==> config.mk <==
export PLATFORM = sky130hd
export DESIGN_NAME = mux_n_to_1_pipe
export DESIGN_NICKNAME = d
export VERILOG_FILES = /design/src/rtl/risc_pkg.sv /design/src/rtl/pipe_skid_reg.sv /design/src/rtl/mux_n_to_1_pipe.sv
export SDC_FILE = /design/constraint.sdc
export NUM_CORES = 1
export LEC_CHECK = 0
export BUFFER_PORTS_ARGS = -buffer_cell sky130_fd_sc_hd__buf_2
export CORE_MARGIN = 4
export CORE_UTILIZATION = 53
export CTS_CLUSTER_SIZE = 25
export DETAILED_ROUTE_END_ITERATION = 10
export PLACE_DENSITY = 0.85
export SLEW_MARGIN = 20
export SYNTH_ARGS = -nofsm -noshare
export SYNTH_HDL_FRONTEND = slang
export SYNTH_SLANG_ARGS = --single-unit
==> constraint.sdc <==
create_clock -name clk -period 2.6 [get_ports clk]
set_input_delay 0.13 -clock clk [delete_from_list [all_inputs] [get_ports clk]]
set_output_delay 0.13 -clock clk [all_outputs]
set_load 0.05 [all_outputs]
==> src/rtl/risc_pkg.sv <==
// Shared processor definitions: skid-buffer occupancy encodings and the default datapath width.
package risc_pkg;

  localparam int DATA_W = 16;

  typedef enum logic [1:0] {
    ST_EMPTY = 2'd0,
    ST_ONE   = 2'd1,
    ST_TWO   = 2'd2
  } occ_e;

endpackage

==> src/rtl/pipe_skid_reg.sv <==
// Generic 2-entry skid register with valid/ready handshake; output always driven from main.
// in_ready is registered and only deasserts when both entries are full.
module pipe_skid_reg
  import risc_pkg::*;
#(
  parameter int W = DATA_W + 1
) (
  input  logic         clk,
  input  logic         rst_n,
  input  logic [W-1:0] data_i,
  input  logic         valid_i,
  output logic         ready_o,
  output logic [W-1:0] data_o,
  output logic         valid_o,
  input  logic         ready_i
);

  occ_e         state_q, state_d;
  logic [W-1:0] main_q, main_d;
  logic [W-1:0] skid_q, skid_d;
  logic         rdy_q, rdy_d;
  logic         in_xfer, out_xfer;

  assign in_xfer  = valid_i & rdy_q;
  assign out_xfer = valid_o & ready_i;

  always_comb begin
    state_d = state_q;
    main_d  = main_q;
    skid_d  = skid_q;
    case (state_q)
      ST_EMPTY: begin
        if (in_xfer) begin
          main_d  = data_i;
          state_d = ST_ONE;
        end
      end
      ST_ONE: begin
        if (in_xfer && out_xfer) begin
          main_d = data_i;
        end else if (in_xfer) begin
          skid_d  = data_i;
          state_d = ST_TWO;
        end else if (out_xfer) begin
          state_d = ST_EMPTY;
        end
      end
      ST_TWO: begin
        // rdy_q is low here, so only the skid->main move can happen
        if (out_xfer) begin
          main_d  = skid_q;
          state_d = ST_ONE;
        end
      end
      default: state_d = ST_EMPTY;
    endcase
    rdy_d = (state_d != ST_TWO);
  end

  always_ff @(posedge clk or negedge rst_n) begin
    if (!rst_n) begin
      state_q <= ST_EMPTY;
      main_q  <= '0;
      skid_q  <= '0;
      rdy_q   <= 1'b0;
    end else begin
      state_q <= state_d;
      main_q  <= main_d;
      skid_q  <= skid_d;
      rdy_q   <= rdy_d;
    end
  end

  assign ready_o = rdy_q;
  assign valid_o = (state_q != ST_EMPTY);
  assign data_o  = main_q;

endmodule

==> src/rtl/mux_n_to_1_pipe.sv <==
// NUM_IN:1 operand select feeding a registered 2-entry skid stage.
// MUX_SEL_RANGE_CHECK_EN: out-of-range sel yields data 0 with sel_err=1; otherwise it selects input 0.
module mux_n_to_1_pipe
  import risc_pkg::*;
#(
  parameter  int WIDTH  = DATA_W,
  parameter  int NUM_IN = 4,
  localparam int SEL_W  = $clog2(NUM_IN)
) (
  input  logic                    clk,
  input  logic                    rst_n,
  input  logic [WIDTH*NUM_IN-1:0] in_bus,
  input  logic [SEL_W-1:0]        sel,
  input  logic                    in_valid,
  output logic                    in_ready,
  output logic [WIDTH-1:0]        out_data,
  output logic                    out_valid,
  input  logic                    out_ready,
  output logic                    sel_err
);

  logic [WIDTH-1:0] sel_word;
  logic             sel_bad;
  logic [WIDTH:0]   skid_out;

  always_comb begin
    sel_word = in_bus[0 +: WIDTH];
    for (int k = 1; k < NUM_IN; k++) begin
      if (sel == SEL_W'(k)) sel_word = in_bus[k*WIDTH +: WIDTH];
    end
`ifdef MUX_SEL_RANGE_CHECK_EN
    // extra bit keeps the bound from wrapping to 0 when NUM_IN is a power of 2
    sel_bad = ({1'b0, sel} >= (SEL_W+1)'(NUM_IN));
    if (sel_bad) sel_word = '0;
`else
    sel_bad = 1'b0;
`endif
  end

  pipe_skid_reg #(.W(WIDTH + 1)) u_skid (
    .clk     (clk),
    .rst_n   (rst_n),
    .data_i  ({sel_bad, sel_word}),
    .valid_i (in_valid),
    .ready_o (in_ready),
    .data_o  (skid_out),
    .valid_o (out_valid),
    .ready_i (out_ready)
  );

  assign out_data = skid_out[WIDTH-1:0];
  assign sel_err  = skid_out[WIDTH];

endmodule
After elaboration in Yosys (flattened, before gate mapping). Index checks and enable logic that the tools add are counted. W data, S select, Z words.

Register bits: 36. Logic and storage cells: 35.

Eq/ne operators: 9. Bitwise logic cells: 3. Reduce and logical (&&, ||, !) cells: 6. Muxes and demuxes: 13.

Operator list (number): $mux W17 (3); $pmux W17 S3 (1); $mux W16 (3); $mux W2 (5); $eq A2 B2 Y1 const B (3); $ne A2 B1 Y1 const B (3); $pmux W2 S3 (1); $eq A2 B1 Y1 const B (2); $reduce_and A4 Y1 (1); $reduce_and A3 Y1 (1); $reduce_bool A3 Y1 (1); $and A1 B1 Y1 (2); $logic_not A2 Y1 (1); $ne A2 B2 Y1 const B (1); $reduce_bool A2 Y1 (1); $logic_and A1 B1 Y1 (1); $not A1 Y1 (1).

Logic depth before layout (Yosys ltp). Gate-level depths: netlist (run 1).

Word-level depth: 7. Gate-level depth with buffers: 5. Mapped depth without buffers: 3.

Modules after synthesis. From an unflattened synthesis (run 1), not the netlist that was laid out.

Cell total of the unflattened synthesis: 131. Area, all modules: 2034.5 µm².

Modules (own cells, without submodules): pipe_skid_reg (instances 1, area each 1606.5 µm², cells each 110); mux_n_to_1_pipe (instances 1, area each 427.9 µm², cells each 21).

Worst setup path before layout (run 1). OpenSTA, ideal clock, no wires.

Kind: flip-flop to flip-flop. Start point: register u_skid.rdy_q (netlist: u_skid.ready_o). End point: register u_skid.skid_q[10]. Period minus slack after synthesis: 1.794 ns. Path buffers: 1. Setup time: 0.127 ns. Required time: 2.473 ns. Stages on the path, launching flop included: 5. Arrival time: 1.666 ns. Slack: 0.806 ns. Path through: dfrtp_1 > and2_1 > nor3b_4 > buf_6 > mux2_1.

Word-level cells in the longest chain between the ends: 4.

Ends and longest elaborated chain: from (decl) (RTL line pipe_skid_reg.sv:21) `logic rdy_q, rdy_d;`; from (signal assigned) (RTL line pipe_skid_reg.sv:70) `rdy_q <= rdy_d;`; $and A1 B1 Y1 * (RTL line pipe_skid_reg.sv:24) `assign in_xfer = valid_i & rdy_q;`; $logic_and A1 B1 Y1 (RTL line pipe_skid_reg.sv:39) `if (in_xfer && out_xfer) begin`; $not A1 Y1 (no line); $reduce_and A3 Y1 (no line) *; to (signal assigned) (RTL line pipe_skid_reg.sv:69) `skid_q <= skid_d;`; to (decl) (RTL line pipe_skid_reg.sv:20) `logic [W-1:0] skid_q, skid_d;`.

Every way passes the cells marked *; elsewhere a longest branch is shown, timed or not. A chain may end at the register's enable or synchronous reset.

Worst setup path in the final report (run 1).
Start point: register u_skid.state_q[0]. End point: register u_skid.main_q[7] (netlist: u_skid.data_o[7]).

Word-level cells in the longest chain between the ends: 5. Elaborated cells between the ends (all ways): 12.

Ends and longest elaborated chain: from (decl) (RTL line pipe_skid_reg.sv:18) `occ_e state_q, state_d;`; from (signal assigned) (RTL line pipe_skid_reg.sv:67) `state_q <= state_d;`; $reduce_bool A2 Y1 (RTL line pipe_skid_reg.sv:75) `assign valid_o = (state_q != ST_EMPTY);`; $and A1 B1 Y1 (RTL line pipe_skid_reg.sv:25) `assign out_xfer = valid_o & ready_i;`; $logic_and A1 B1 Y1 (RTL line pipe_skid_reg.sv:39); $ne A2 B1 Y1 (no line); $reduce_and A4 Y1 (no line); to (signal assigned) (RTL line pipe_skid_reg.sv:68) `main_q <= main_d;`; to (decl) (RTL line pipe_skid_reg.sv:19) `logic [W-1:0] main_q, main_d;`.

Parallel ways exist; a longest one is shown, timed or not.

==> metrics.txt, run 1 <==
status completed; H-tree Lvls 2; syn avg cell area 10.6 um^2; IO buf count 87; synth top area cells dfrtp_1 (37%), mux2i_1 (21%), a311oi_1 (6.0%), a41oi_1 (6.0%), nand3b_1 (5.1%); worst min path class input pin to flip-flop; drt pass-1 iters 4; number of distinct library cells after synthesis 28; area of the multi-input gates 1340 um^2; core area 4140 um^2; Slew @ Worst Pin 0.967 ns; Post-synth EDFFs 0; Placed Cells 340; Max VDD drop 0.528 mV; Arr. time, crit path 2.05 ns; Max Clk Rate 536 MHz; via count 2084; DRT Wirelength 6110 um; top-area cell type share of the netlist area 0.374; Slew Limit Headroom 0.355; DRC errors left 0; fraction of layout cells with a size suffix above 1 0.368; pwr/cell area 976 nW/um^2; register area 876 um^2; Critical Path Fanout Max 32; Rows 23; first-pass GRT wire length 9750 um; register area share after synthesis 0.374; Synth Cell Area 2340 um^2; Ys Warns 0; Leak 1.36 nW; total congestion overflow 0; Cells after Synth 221; Final Non-Filler Cells 349; vias in the first global route 2114; CP Capture Type flip-flop; drt first-iter violations 181; critical path required time 2.79 ns; Routed Antenna Nets 0; CTS tree built; die footprint 5550 um^2; RSZ-0062 raised after global routing no; Yosys reg bits 35; DR WL/cell 17.5 um; Die X 74.5 um; Clk Latency, worst-skew pair 0.29 ns; Total GRT Usage 0.232; # IOs 89; clk buf depth 2; post-route cell area 2910 um^2; final setup violation count 0; clock skew 0.00835 ns; largest net degree at the start of global routing 49; Reg2Reg Setup Slack 0.74 ns; Tcrit/Tclk final 0.717; Via density 5.97; max-cap viol count 0; Post-Place Cell Area 2770 um^2; Worst-path clk slew 0.07 ns; fin crit period 1.86 ns; CTS Sinks 35; Power Total 2.84 mW; syn nets 291; final net count 368; Fill cells 302; critical path class flip-flop to flip-flop; Initial Util 0.565; initial antenna violation count 0; Max Slew Vio Count 0; Placer Congestion 0.744; Root Driver clkbuf_8; Final Hold Fails 0; Post-synth ARST share 1.00; CTS buffer count 5; Critical Path Source Type flip-flop; prevailing post-synth register cell dfrtp_1; setup TNS 0 ns; Die Y 74.5 um; CTS resizes 0; area delta synth->final 24.4%; hpwl dp 4230 um; diode count 0; largest area contributor in the netlist dfrtp_1
==> cells by family (layout without fill, tap and decap cells) <==
family                 after synthesis  in the layout  synth area share
muxes                               65             65             0.286
and+or+nand+nor                     57             57             0.150
AOI/OAI and AO/OA                   37             37             0.135
DFF                                 35             35             0.374
buffers and inverters               26            104            0.0539
other                                1              1           0.00160
==> sequential cells by signal, summed over array words and instances (netlist names) <==
name            flops
u_skid.data_o      16
u_skid.ready_o      1
u_skid.skid_q      16
u_skid.state_q      2
==> what timing repair did <==
item,CTS,global route
setup buffers,0,0
hold buffers,1,0
hold endpoints to repair,35,0
==> per-layer routing <==
metal / up-vias / track usage / share of wire
met2: 60 / 0.387 / 0.52
met5: - / 0 / 0
met1: 1005 / 0.287 / 0.41
met3: 16 / 0.0473 / 0.046
li1: 1003 / - / -
met4: 0 / 0.109 / 0.025
==> power by group <==
group,switching [mW],total [mW],internal [mW]
clock network,0.203,0.586,0.383
logic,0.866,1.29,0.422
registers,0.161,0.968,0.806
total,1.23,2.84,1.61
==> cell usage in the layout, fill, tap and decap left out, types with 2 or more instances in the layout <==
cell       instances
a311oi_1          16
a41oi_1           16
buf_2             87
buf_4              7
bufinv_16          2
clkbuf_8           5
dfrtp_1           35
mux2_1            10
mux2_2             6
mux2i_1           49
nand2_1           16
nand2b_1           2
nand3_1            2
nand3b_1          16
or3_1             16
==> layout make-up <==
class                   count  area share
clock buffers               6      0.0249
clock inverters             2      0.0206
inverters                   1     0.00129
multi-input cells         160       0.460
flip-flops and latches     35       0.301
well taps                  50      0.0215
repair buffers             95       0.171
==> critical path, cell delays in order (launching register included) <==
cell and delay (ns):
dfrtp_1 0.44, and2b_1 0.55, or3_1 0.50, a41oi_1 0.26
==> through the flow <==
step	hold WS [ns]	setup WS, ns	util
finish	0.0909	0.735	0.703
global route	0.0934	0.683	0.703
CTS	0.0800	0.814	0.703
detailed placement	0.257	0.835	0.668
global placement	0.246	0.897	0.668
floorplan	-0.166	0.806	-
==> cells in the mapped netlist (2+ instances only) <==
| library cell | count |
|---|---|
| mux2i_1 | 49 |
| dfrtp_1 | 35 |
| a311oi_1 | 16 |
| a41oi_1 | 16 |
| nand2_1 | 16 |
| nand3b_1 | 16 |
| or3_1 | 16 |
| buf_2 | 11 |
| clkbuf_1 | 10 |
| mux2_1 | 10 |
| mux2_2 | 6 |
| buf_4 | 2 |
| nand2b_1 | 2 |
| nand3_1 | 2 |
==> worst paths after layout <==
check / from / to / cells after the start
setup / recovery: u_skid.state_q[0] / u_skid.data_o[7] / 3
hold / removal: out_ready / u_skid.state_q[1] / 2
setup reg to reg: u_skid.state_q[0] / u_skid.data_o[7] / 3
hold reg to reg: u_skid.skid_q[6] / u_skid.skid_q[6] / 1
max in group asynchronous: rst_n / u_skid.skid_q[6] / 2
min in group asynchronous: rst_n / u_skid.data_o[2] / 2
(Power assumes the default switching activity.)
==> inputs of run 2 (changes only) <==
Settings changed: ABC_AREA from default to 1, CORE_UTILIZATION 53 to 45, PLACE_DENSITY 0.85 to 0.77.
Clock period 2.6 ns to 1.5 ns, I/O delays scaled along.
==> run 2 against run 1 <==
Against the previous run:
- critical path depth grew 5
- synthesized cell count grew 62%
- global-route usage shrank 3.5 points
- critical endpoint is now u_skid.data_o[11]
- design area shrank 0.21%
==> metrics.txt, run 2 <==
largest area contributor in the netlist dfrtp_1; DR WL/cell 11.9 um; critical path required time 1.73 ns; final net count 515; Max Slew Vio Count 0; Initial Util 0.480; status completed; Final Core Density 0.596; core area 4880 um^2; Routed Antenna Nets 0; DRC errors left 0; drt pass-1 iters 4; IO buf count 87; Synth Cell Area 2340 um^2; syn nets 428; hpwl dp 4230 um; Reg2Reg Setup Slack 0.12 ns; synth top area cells dfrtp_1 (37%), nand2_1 (29%), nand3_1 (6.4%), nor2_1 (5.8%), nand3_2 (5.6%); top-area cell type share of the netlist area 0.374; Die Y 80.1 um; CTS buffer count 5; syn avg cell area 6.54 um^2; pwr/cell area 1760 nW/um^2; largest net degree at the start of global routing 36; max-cap viol count 0; Total GRT Usage 0.197; die footprint 6420 um^2; Clk Latency, worst-skew pair 0.29 ns; CTS Sinks 35; most frequent cell after synthesis nand2_1; H-tree Lvls 2; Slew @ Worst Pin 0.536 ns; via count 2456; Root Driver clkbuf_8; DRT Wirelength 6080 um; number of distinct library cells after synthesis 19; Die X 80.1 um; Ys Warns 0; Tcrit/Tclk final 0.920; Max Clk Rate 725 MHz; # IOs 89; vias in the first global route 2362; RSZ-0062 raised after global routing no; commonest non-fill, non-tap cell in the layout nand2_1; drt first-iter violations 110; Leak 1.83 nW; first-pass GRT wire length 9970 um; total congestion overflow 0; Max VDD drop 1.07 mV; CTS tree built; Rows 25; clock skew 0.00299 ns; Placer Congestion 0.768; Slew Limit Headroom 0.641; register area share after synthesis 0.374; initial antenna violation count 0; fraction of layout cells with a size suffix above 1 0.283; Final Hold Fails 0; Synth top cells by count nand2_1 (181), nor2_1 (36), dfrtp_1 (35), nand3_1 (30), inv_1 (28); Cells after Synth 358; Post-synth ARST share 1.00; Arr. time, crit path 1.61 ns; Worst-path clk slew 0.07 ns; area delta synth->final 24.1%; Yosys reg bits 35; fin crit period 1.38 ns; final setup violation count 0; Critical Path Source Type flip-flop; Via density 4.79; worst min path class input pin to flip-flop; Critical Path Fanout Max 10; critical path class flip-flop to flip-flop; diode count 0; prevailing post-synth register cell dfrtp_1; CP Capture Type flip-flop; Hold Slack 0.0943 ns; clk buf depth 2; most frequent cells in the layout nand2_1 (180), buf_2 (87), nor2_1 (36); Post-synth EDFFs 0
-- run 2: changes by cell type after synthesis, moves of 9 or more --
cell / change
a311oi_1: -16
a41oi_1: -16
buf_2: -9
inv_1: +27
mux2_1: -10
mux2i_1: -49
nand2_1: +165
nand3_1: +28
nand3_2: +13
nand3b_1: -16
nor2_1: +36
or3_1: -16
-- run 2: worst paths after layout --
| path | from | endpoint | cells after the start |
|---|---|---|---|
| worst max-delay path | u_skid.state_q[0] | u_skid.data_o[11] | 8 |
| worst min-delay path | in_bus[51] | u_skid.skid_q[3] | 5 |
| worst max register to register | u_skid.state_q[0] | u_skid.data_o[11] | 8 |
| worst min register to register | u_skid.data_o[0] | u_skid.data_o[0] | 2 |
| max in group asynchronous | rst_n | u_skid.ready_o | 3 |
| min in group asynchronous | rst_n | u_skid.skid_q[10] | 3 |
-- run 2: metal layers --
metal,vias to the layer above,track usage,share of wire
li1,1254,-,-
met1,1109,0.244,0.44
met3,10,0.0348,0.061
met4,0,0.0709,0.016
met2,83,0.340,0.49
met5,-,0,0
-- run 2: critical path: stages, from the launching register on --
cell and delay [ns]:
dfrtp_1 0.41, inv_2 0.16, nand2_2 0.09, nand2_2 0.15, o211ai_4 0.12, buf_12 0.16, nor2_1 0.09, nand2_1 0.07
nand2_1 0.05
-- run 2: through the flow --
stage	TNS, ns	instances	setup slack (ns)	area [um^2]	power, mW
floorplan	0	358	0.0169	2340	3.69
global route	0	513	0.0104	2910	5.48
global placement	0	500	0.0320	2760	4.19
detailed placement	-0.225	500	-0.0464	2760	4.26
CTS	0	510	0.0337	2860	4.99
finish	0	513	0.120	2910	5.10
-- run 2: cell type report --
cell class	instances	area (um^2)
inverter	35	131
timing repair buffer	95	523
clock inverter	1	5.00
multi-input combinational	273	1210
fill	509	1970
tap	67	83.8
clock buffer	7	76.3
sequential	35	876
-- run 2: logic make-up after synthesis --
family	count (synthesis)	share of synthesized area
AOI/OAI and AO/OA	5	0.0176
buffers and inverters	51	0.119
DFF	35	0.374
other	1	0.00160
and+or+nand+nor	266	0.488
-- run 2: timing repair --
item	CTS	global route
hold endpoints to repair	35	0
setup buffers	0	3
pin swaps	1	1
hold buffers	1	0
endpoints found under the setup margin	17	16
gates cloned	1	0
resized for setup	0	1
-- run 2: report_power, final --
part / internal (mW) / switching (mW) / leakage (nW) / total [mW]
clock network: 0.326 / 0.338 / 0.0422 / 0.664
logic: 0.818 / 1.95 / 1.36 / 2.77
registers: 1.41 / 0.262 / 0.433 / 1.67
total: 2.56 / 2.55 / 1.83 / 5.10
